## config.mk

```make
export PLATFORM = sky130hd
export DESIGN_NAME = amo_initiator
export DESIGN_NICKNAME = d
export VERILOG_FILES = /design/src/rtl/amo_pkg.sv /design/src/rtl/amo_req_pack.sv /design/src/rtl/amo_initiator.sv
export SDC_FILE = /design/constraint.sdc
export NUM_CORES = 1
export LEC_CHECK = 0
export ABC_CLOCK_PERIOD_IN_PS = 2500
export BUFFER_PORTS_ARGS = -buffer_cell sky130_fd_sc_hd__buf_2
export CAP_MARGIN = 0
export CORE_UTILIZATION = 49
export CTS_BUF_LIST = sky130_fd_sc_hd__clkbuf_16
export DETAILED_ROUTE_END_ITERATION = 6
export PLACE_DENSITY = 0.89
export SYNTH_ARGS = -nofsm -noshare
export SYNTH_HDL_FRONTEND = slang
export SYNTH_HIERARCHICAL = 1
export SYNTH_SLANG_ARGS = --single-unit
```

## constraint.sdc

```tcl
create_clock -name clk_i -period 2.5 [get_ports clk_i]
set_input_delay 0.375 -clock clk_i [delete_from_list [all_inputs] [get_ports clk_i]]
set_output_delay 0.375 -clock clk_i [all_outputs]
set_load 0.01 [all_outputs]
```

## src/rtl/amo_pkg.sv

```systemverilog
// Shared AMO opcode encoding for the core-side initiator and the bank-side AMO shim.
// Opcodes above AMO_CAS are reserved and never produced by a well-behaved core.
package amo_pkg;

  typedef enum logic [3:0] {
    AMO_NONE = 4'h0,
    AMO_SWAP = 4'h1,
    AMO_ADD  = 4'h2,
    AMO_AND  = 4'h3,
    AMO_OR   = 4'h4,
    AMO_XOR  = 4'h5,
    AMO_MAX  = 4'h6,
    AMO_MAXU = 4'h7,
    AMO_MIN  = 4'h8,
    AMO_MINU = 4'h9,
    AMO_CAS  = 4'hA
  } amo_op_t;

  function automatic logic amo_is_store(input logic [3:0] amo, input logic wen);
    return (amo == AMO_NONE) && wen;
  endfunction

endpackage

```

## src/rtl/amo_req_pack.sv

```systemverilog
// Packs a registered 32-bit core request onto the 32/64-bit bank word.
// Latency: purely combinational. Backpressure: none, the caller holds inputs stable.
module amo_req_pack
  import amo_pkg::*;
#(
  parameter int unsigned AddrMemWidth = 32,
  parameter int unsigned DataWidth    = 64
) (
  input  logic [AddrMemWidth+$clog2(DataWidth/8)-1:0] addr,
  input  logic [3:0]                                  amo,
  input  logic                                        wen,
  input  logic [31:0]                                 wdata,
  input  logic [31:0]                                 swap,
  input  logic [3:0]                                  be,
  output logic [AddrMemWidth-1:0]                     out_add,
  output logic [3:0]                                  out_amo,
  output logic                                        out_wen,
  output logic [DataWidth-1:0]                        out_wdata,
  output logic [DataWidth/8-1:0]                      out_be,
  output logic                                        word_sel
);

  localparam int unsigned ByteOff = $clog2(DataWidth/8);

  logic       store;
  logic [3:0] be_eff;

  // Loads and AMOs always touch the whole selected 32-bit half.
  assign store   = amo_is_store(amo, wen);
  assign be_eff  = store ? be : 4'hF;
  assign out_add = addr[AddrMemWidth+ByteOff-1:ByteOff];
  assign out_amo = amo;
  assign out_wen = store;

  if (DataWidth == 64) begin : g_dw64
    logic unused_lsb;
    assign unused_lsb = ^addr[1:0];
    assign word_sel   = addr[2];

    always_comb begin
      if (word_sel) begin
        out_wdata = {wdata, 32'h0};
        out_be    = {be_eff, 4'h0};
      end else begin
        out_wdata = (amo == AMO_CAS) ? {swap, wdata} : {32'h0, wdata};
        out_be    = {4'h0, be_eff};
      end
    end
  end else begin : g_dw32
    logic unused_bits;
    assign unused_bits = ^{swap, addr[ByteOff-1:0]};
    assign word_sel    = 1'b0;
    assign out_wdata   = wdata;
    assign out_be      = be_eff;
  end

endmodule

```

## src/rtl/amo_initiator.sv

```systemverilog
// Core-to-bank AMO initiator, one transaction outstanding; define AMO_INITIATOR_CHECK_EN to reject bad opcodes.
// Latency: accept -> response in 3 cycles with immediate grant. Backpressure: grant stretches REQ, rsp_ready stretches RESP.
module amo_initiator
  import amo_pkg::*;
#(
  parameter int unsigned AddrMemWidth = 32,
  parameter int unsigned DataWidth    = 64
) (
  input  logic                                        clk_i,
  input  logic                                        rst_ni,
  input  logic                                        req_valid_i,
  output logic                                        req_ready_o,
  input  logic [AddrMemWidth+$clog2(DataWidth/8)-1:0] req_addr_i,
  input  logic [3:0]                                  req_amo_i,
  input  logic                                        req_wen_i,
  input  logic [31:0]                                 req_wdata_i,
  input  logic [31:0]                                 req_swap_i,
  input  logic [3:0]                                  req_be_i,
  output logic                                        rsp_valid_o,
  input  logic                                        rsp_ready_i,
  output logic [31:0]                                 rsp_rdata_o,
  output logic                                        rsp_err_o,
  output logic                                        out_req_o,
  input  logic                                        in_gnt_i,
  output logic [AddrMemWidth-1:0]                     out_add_o,
  output logic [3:0]                                  out_amo_o,
  output logic                                        out_wen_o,
  output logic [DataWidth-1:0]                        out_wdata_o,
  output logic [DataWidth/8-1:0]                      out_be_o,
  input  logic [DataWidth-1:0]                        in_rdata_i
);

  localparam int unsigned AW = AddrMemWidth + $clog2(DataWidth/8);

  localparam logic [1:0] IDLE   = 2'd0;
  localparam logic [1:0] REQ    = 2'd1;
  localparam logic [1:0] WAIT_R = 2'd2;
  localparam logic [1:0] RESP   = 2'd3;

  logic [1:0]  state_q, state_d;
  logic [AW-1:0] addr_q;
  logic [3:0]  amo_q, be_q;
  logic        wen_q;
  logic [31:0] wdata_q, swap_q, rdata_q, rdata_half;
  logic        accept, illegal, word_sel;

  logic [AddrMemWidth-1:0]  p_add;
  logic [3:0]               p_amo;
  logic                     p_wen;
  logic [DataWidth-1:0]     p_wdata;
  logic [DataWidth/8-1:0]   p_be;

  assign req_ready_o = (state_q == IDLE) || ((state_q == RESP) && rsp_ready_i);
  assign accept      = req_valid_i && req_ready_o;

`ifdef AMO_INITIATOR_CHECK_EN
  logic err_q;
  // Reserved opcodes and CAS on anything but the lower half of a 64-bit word are refused locally.
  assign illegal = (req_amo_i > AMO_CAS) ||
                   ((req_amo_i == AMO_CAS) && ((DataWidth == 32) || req_addr_i[2]));

  always_ff @(posedge clk_i or negedge rst_ni) begin
    if (!rst_ni) begin
      err_q <= 1'b0;
    end else if (accept) begin
      err_q <= illegal;
    end
  end
  assign rsp_err_o = err_q && (state_q == RESP);
`else
  assign illegal   = 1'b0;
  assign rsp_err_o = 1'b0;
`endif

  always_comb begin
    state_d = state_q;
    if (accept) begin
      state_d = illegal ? RESP : REQ;
    end else begin
      case (state_q)
        REQ:     if (in_gnt_i) state_d = WAIT_R;
        WAIT_R:  state_d = RESP;
        RESP:    if (rsp_ready_i) state_d = IDLE;
        default: state_d = IDLE;
      endcase
    end
  end

  always_ff @(posedge clk_i or negedge rst_ni) begin
    if (!rst_ni) begin
      state_q <= IDLE;
      addr_q  <= '0;
      amo_q   <= '0;
      wen_q   <= 1'b0;
      wdata_q <= '0;
      swap_q  <= '0;
      be_q    <= '0;
      rdata_q <= '0;
    end else begin
      state_q <= state_d;
      if (accept) begin
        addr_q  <= req_addr_i;
        amo_q   <= req_amo_i;
        wen_q   <= req_wen_i;
        wdata_q <= req_wdata_i;
        swap_q  <= req_swap_i;
        be_q    <= req_be_i;
      end
      if (accept && illegal) begin
        rdata_q <= '0;
      end else if (state_q == WAIT_R) begin
        rdata_q <= p_wen ? 32'h0 : rdata_half;
      end
    end
  end

  amo_req_pack #(
    .AddrMemWidth(AddrMemWidth),
    .DataWidth   (DataWidth)
  ) u_pack (
    .addr     (addr_q),
    .amo      (amo_q),
    .wen      (wen_q),
    .wdata    (wdata_q),
    .swap     (swap_q),
    .be       (be_q),
    .out_add  (p_add),
    .out_amo  (p_amo),
    .out_wen  (p_wen),
    .out_wdata(p_wdata),
    .out_be   (p_be),
    .word_sel (word_sel)
  );

  if (DataWidth == 64) begin : g_rd64
    assign rdata_half = word_sel ? in_rdata_i[DataWidth-1:32] : in_rdata_i[31:0];
  end else begin : g_rd32
    logic unused_sel;
    assign unused_sel = word_sel;
    assign rdata_half = in_rdata_i[31:0];
  end

  // Bank outputs are quiet outside REQ so idle and reset present all-zero to the bank.
  assign out_req_o   = (state_q == REQ);
  assign out_add_o   = out_req_o ? p_add   : '0;
  assign out_amo_o   = out_req_o ? p_amo   : '0;
  assign out_wen_o   = out_req_o && p_wen;
  assign out_wdata_o = out_req_o ? p_wdata : '0;
  assign out_be_o    = out_req_o ? p_be    : '0;

  assign rsp_valid_o = (state_q == RESP);
  assign rsp_rdata_o = rdata_q;

endmodule

```

==> results of run 1 <==
## registers in the layout (all words and copies together), names as in the netlist
| name | count |
|---|---|
| state_q | 2 |
| swap_q | 32 |
| be_q | 4 |
| rsp_rdata_o | 32 |
| amo_q | 4 |
| wdata_q | 32 |
| addr_q | 33 |
| wen_q | 1 |
## power by group through the flow
| stage | clock network [mW] | registers [mW] | logic [mW] |
|---|---|---|---|
| global placement | 0 | 4.08 | 5.91 |
| global route | 2.82 | 4.32 | 6.69 |
| finish | 2.64 | 4.17 | 6.15 |
| floorplan | 0 | 4.07 | 4.75 |
| CTS | 2.70 | 4.14 | 6.15 |
| detailed placement | 0 | 4.16 | 6.14 |
## per-stage QoR
| step | std cells | area (µm²) | hold WS (ns) |
|---|---|---|---|
| 4_1_cts | 1191 | 9840 | 0.165 |
| 2_1_floorplan | 707 | 7750 | 0.0794 |
| 3_5_place_dp | 1158 | 9210 | 0.365 |
| 3_3_place_gp | 1158 | 9210 | 0.369 |
| 5_1_grt | 1193 | 9880 | 0.166 |
| 6_report | 1193 | 9880 | 0.183 |
## how the worst max path moves through the flow
stage	cells after the start	endpoint	slack [ns]
4_1_cts	4	out_wdata_o[32]	0.04
3_5_place_dp	6	wdata_q[16]$_DFFE_PN0P_	0.49
6_report	4	out_wdata_o[58]	0.09
3_3_place_gp	5	out_wdata_o[55]	0.53
5_1_grt	5	out_be_o[4]	0.003
2_1_floorplan	6	out_add_o[31]	0.64
## metal layers
metal | up-vias | routed length [µm]
met5 | - | 0
met4 | 0 | 670
met3 | 47 | 978
met2 | 221 | 10200
met1 | 2953 | 7990
li1 | 2851 | -
## cell type report
type | instances | area [µm²] | share of cell area (%)
diodes | 1 | 2.50 | 0.0253
clock buffers | 17 | 425 | 4.31
clock inverters | 15 | 196 | 1.99
inverters | 36 | 135 | 1.37
multi-input cells | 440 | 3540 | 35.9
flip-flops and latches | 140 | 3510 | 35.5
well taps | 211 | 264 | 2.67
repair buffers | 333 | 1800 | 18.3
## repair_timing
item | CTS | global route
hold buffers | 1 | 0
hold endpoints to repair | 54 | 0
endpoints found under the setup margin | 0 | 42
resized for setup | 0 | 4
==> results.md, run 1 <==
- Via count: 6072
- Longest Clk Path Bufs: 2
- Starting density of the core: 50.6%
- Initial antenna violation count: 1
- Peak VDD IR: 0.628 mV
- Met1 Resource Use GR: 27.9%
- Area growth, synth to finish: 27.3%
- CP Class: reg -> out
- Final #Nets: 1150
- I/O pin cnt: 322
- Util after Layout: 64.5%
- Largest net degree at the start of global routing: 103
- Post-CTS setup buffers: 0
- Hold Crit Class: in -> reg
- Combinational fraction of design power: 47.5%
- Met3 usage: 4.92%
- Status: completed
- Data required, critical path: 2.12 ns
- Hpwl dp: 13700 µm
- P_int: 8.05 mW
- Final GP Congestion: 0.826
- Cell Rows: 45
- Vias in the first global route: 6146
- Mapped Area: 0.00775 mm²
- RSZ-0062 raised after global routing: no
- FF-to-FF Start: state_q[0]$_DFFE_PN0P_
- Post-Syn Instances: 707
- Final WS setup: 0.0896 ns
- Worst-path cell chain: nand2b_2 -> o31ai_2 -> and2_1 -> buf_2
- Family with the most delay on the worst path: simple AND/OR/NAND/NOR gates
- Post-Syn Area per Cell: 11.0 µm²
- Vias/cell: 5.09
- Syn nets: 889
- Synthesis warning total: 6
- Least-Margin Pin Slew: 0.628 ns
- Met2 Use GR: 43.5%
- CTS buffer count: 17
- Pwr/cell area: 1310 mW/mm²
- Crit Path Max Fanout: 16
- CTS tree: yes
- Share of cells above drive strength 1: 51.7%
- Die Area: 0.0163 mm²
- Clk_lat worst skew: 0.42 ns
- Worst Setup Start Kind: flip-flop
- Period utilization: 96.4%
- Endpoint class of the critical path: output pin
- Clock transition at path regs: 0.07 ns
- Routed Antenna Nets: 0
- Drt first pass iters: 4
- Clock network fraction of design power: 20.4%
- Worst EP arrival: 2.04 ns
- Max frequency: 415 MHz
- Core area: 0.0153 mm²
- Die Wd: 128 µm
- Die H: 128 µm
- Max_cap viols: 0
- Clk sinks: 140
- Clock tree root driver cell: clkbuf_16
- H-tree Lvls: 4
- NetSw: 4.91 mW
- Gr ovfl total: 0
- Setup WS pre-CTS: 0.488 ns
- Slew headroom: 58.1%
- Final hold vios: 0
- Setup Viol. Count Final: 0
- Initial DRC Count: 290
- Design Power: 13.0 mW
- Reg2reg setup slack: 0.41 ns
- Slowest CP cell: dfrtp_4
- Leading cell type in the layout, fill and taps excluded: buf_2
- Residual DRC: 0
- Critical path startpoint: addr_q[2]$_DFFE_PN0P_
- FILL cells: 1267
- Grt peak-use layer: met2
- Worst Min Path Start: req_addr_i[18]
- Worst reg-to-reg path cell count: 6
- Clk_skew: 0.00918 ns
- Net Sw Frac: 37.9%
- First-pass GRT wire length: 30700 µm
- P_leak: 5.08 nW
- Count of cells along the worst hold path: 2
- Crit-path max cell delay: 0.51 ns
- Min Tclk post-route: 2.41 ns
- Wire length per cell: 16.6 µm
- Flop pwr share: 32.1%
- Most frequent cells in the layout: buf_2 (317), dfrtp_1 (139), and2_1 (109), mux2_2 (98), nand2_1 (64)
- Count of buffers from port buffering: 318
- Setup tns final: 0 ns
- Hold Path End: addr_q[18]$_DFFE_PN0P_
- Max Slew Vio Count: 0
- Buffers and inverters on the worst path: 1
- Total GRT Usage: 24.4%
- WL final: 19800 µm
- Reg2reg end: wdata_q[16]$_DFFE_PN0P_
No activity file was read; power rests on OpenSTA's default activity.
==> run 2, diff against run 1 <==
==> constraint.sdc (replaced) <==
create_clock -name clk_i -period 2.5 [get_ports clk_i]
set_input_delay 0.75 -clock clk_i [delete_from_list [all_inputs] [get_ports clk_i]]
set_output_delay 0.75 -clock clk_i [all_outputs]
set_load 0.1 [all_outputs]
==> run 2 against run 1 <==
Compared with the run above:
- the run now ends with negative setup slack left
- worst setup slack got worse by 0.31 ns
- maximum frequency shrank 11%
- cell area increased by 31%
- critical endpoint is now out_wdata_o[53]
==> results.md, run 2 (synthesis gave the netlist of run 1 again) <==
- Largest net degree at the start of global routing: 71
- FILL cells: 707
- Largest Register: addr_q
- Failing checks: negative setup slack
- CP Class: reg -> out
- Share of cells above drive strength 1: 65.7%
- Crit Path Max Fanout: 8
- Wire length per cell: 23.8 µm
- Initial antenna violation count: 5
- Clk_lat worst skew: 0.42 ns
- Worst EP arrival: 1.97 ns
- Reg2reg end: swap_q[19]$_DFFE_PN0P_
- Register area: 0.00351 mm²
- Area growth, synth to finish: 66.4%
- Endpoint class of the critical path: output pin
- Die Area: 0.0163 mm²
- RSZ-0062 raised after global routing: yes
- Initial DRC Count: 511
- Residual DRC: 0
- Hold Crit Class: in -> async
- Critical path startpoint: addr_q[2]$_DFFE_PN0P_
- Drt first pass iters: 5
- Via count: 6947
- Max_cap viols: 0
- Clock transition at path regs: 0.06 ns
- Cell Rows: 45
- Reg2reg setup slack: 0.35 ns
- Max Slew Vio Count: 0
- Total GRT Usage: 29.3%
- Setup Viol. Count Final: 46
- Min Tclk post-route: 2.72 ns
- Final #Nets: 1190
- Crit path to: out_wdata_o[53]
- First-pass GRT wire length: 36300 µm
- Clk sinks: 140
- Number of flip-flops under the largest register name: 33
- Core area: 0.0153 mm²
- Clk_skew: 0.00807 ns
- Leading cell type in the layout, fill and taps excluded: buf_2
- Final WS setup: -0.220 ns
- Slew headroom: 62.6%
- Starting density of the core: 50.6%
- Status: finished with violations
- FF-to-FF Start: state_q[0]$_DFFE_PN0P_
- Worst Setup Start Kind: flip-flop
- Routed Antenna Nets: 0
- Design area: 0.0129 mm²
- Gr ovfl total: 0
- Most frequent cells in the layout: buf_2 (206), dfrtp_1 (138), buf_12 (122), and2_4 (107), mux2_2 (98)
- Hpwl dp: 15900 µm
- CTS tree: yes
- Placed Instance Area: 0.0111 mm²
- Longest Clk Path Bufs: 2
- I/O pin cnt: 322
- CTS buffer count: 17
- Max frequency: 368 MHz
- Clock tree root driver cell: clkbuf_16
- Data required, critical path: 1.75 ns
- Multi-input combinational cell area: 0.00409 mm²
- Final GP Congestion: 0.810
- Vias/cell: 5.61
- H-tree Lvls: 4
- Period utilization: 109%
- Count of buffers from port buffering: 318
- Die Wd: 128 µm
- Worst reg-to-reg path cell count: 6
- Final hold vios: 0
- Die H: 128 µm
- Vias in the first global route: 6715
- Least-Margin Pin Slew: 0.561 ns
- WL final: 29500 µm
-- run 2: cell count changes in the layout (fill, tap and decap cells not counted), sizes merged --
cell and change:
clkbuf +12, clkinvlp -1, bufinv +1, buf +30
diode +5, dlygate4sd3 -1, nand2b -1, inv -2
clkinv +2
-- run 2: stage by stage --
| stage | hold slack [ns] | setup TNS, ns | instances | setup WS [ns] | utilization (%) |
|---|---|---|---|---|---|
| floorplan | 0.454 | -0.238 | 707 | -0.0265 | - |
| CTS | 0.257 | -5.18 | 1209 | -0.169 | 79.6 |
| global placement | 0.477 | 0 | 1164 | 0.0960 | 72.7 |
| global route | 0.276 | -9.26 | 1237 | -0.243 | 84.2 |
| finish | 0.241 | -5.76 | 1238 | -0.220 | 84.3 |
| detailed placement | 0.485 | 0 | 1164 | 0.120 | 72.7 |
-- run 2: timing repair --
| action | in CTS | in global routing |
|---|---|---|
| endpoints found under the setup margin | 109 | 105 |
| setup buffers | 7 | 5 |
| resized for setup | 61 | 104 |
| pin swaps | 34 | 65 |
| hold endpoints to repair | 0 | 0 |
| hold buffers | 0 | 0 |
| cloned | 6 | 19 |
-- run 2: worst min path at each step --
| stage | from | endpoint | slack, ns |
|---|---|---|---|
| final | rst_ni | wdata_q[16]$_DFFE_PN0P_ | 0.24 |
| after global routing | rst_ni | wdata_q[16]$_DFFE_PN0P_ | 0.28 |
| after CTS | rst_ni | swap_q[19]$_DFFE_PN0P_ | 0.26 |
| after detailed placement | addr_q[24]$_DFFE_PN0P_ | addr_q[24]$_DFFE_PN0P_ | 0.48 |
| after global placement | addr_q[24]$_DFFE_PN0P_ | addr_q[24]$_DFFE_PN0P_ | 0.48 |
| after floorplan | rst_ni | addr_q[10]$_DFFE_PN0P_ | 0.45 |
-- run 2: per-layer routing --
metal  vias to the layer above  routed length [µm]  GRT usage, %
li1                       2941                   -             -
met1                      3373               10300          32.7
met2                       480               15100          52.6
met3                       153                2330          5.97
met4                         0                1780          15.3
met5                         -                   0             0
-- run 2: critical path: stages, from the launching register on --
cell	delay, ns
dfrtp_4	0.49
nand2b_4	0.22
buf_16	0.20
o31ai_4	0.27
and2_4	0.20
buf_12	0.17
-- run 2: layout make-up --
type	instances	area share, %
diodes	6	0.116
clock inverters	15	1.57
inverters	36	1.08
multi-input cells	439	31.7
clock buffers	17	3.30
repair buffers	374	33.0
flip-flops and latches	140	27.2
well taps	211	2.05
Power of run 2 is left out: the tool's default activity adds up to more than one toggle a clock period on the data nets, which glitch-free logic cannot reach.
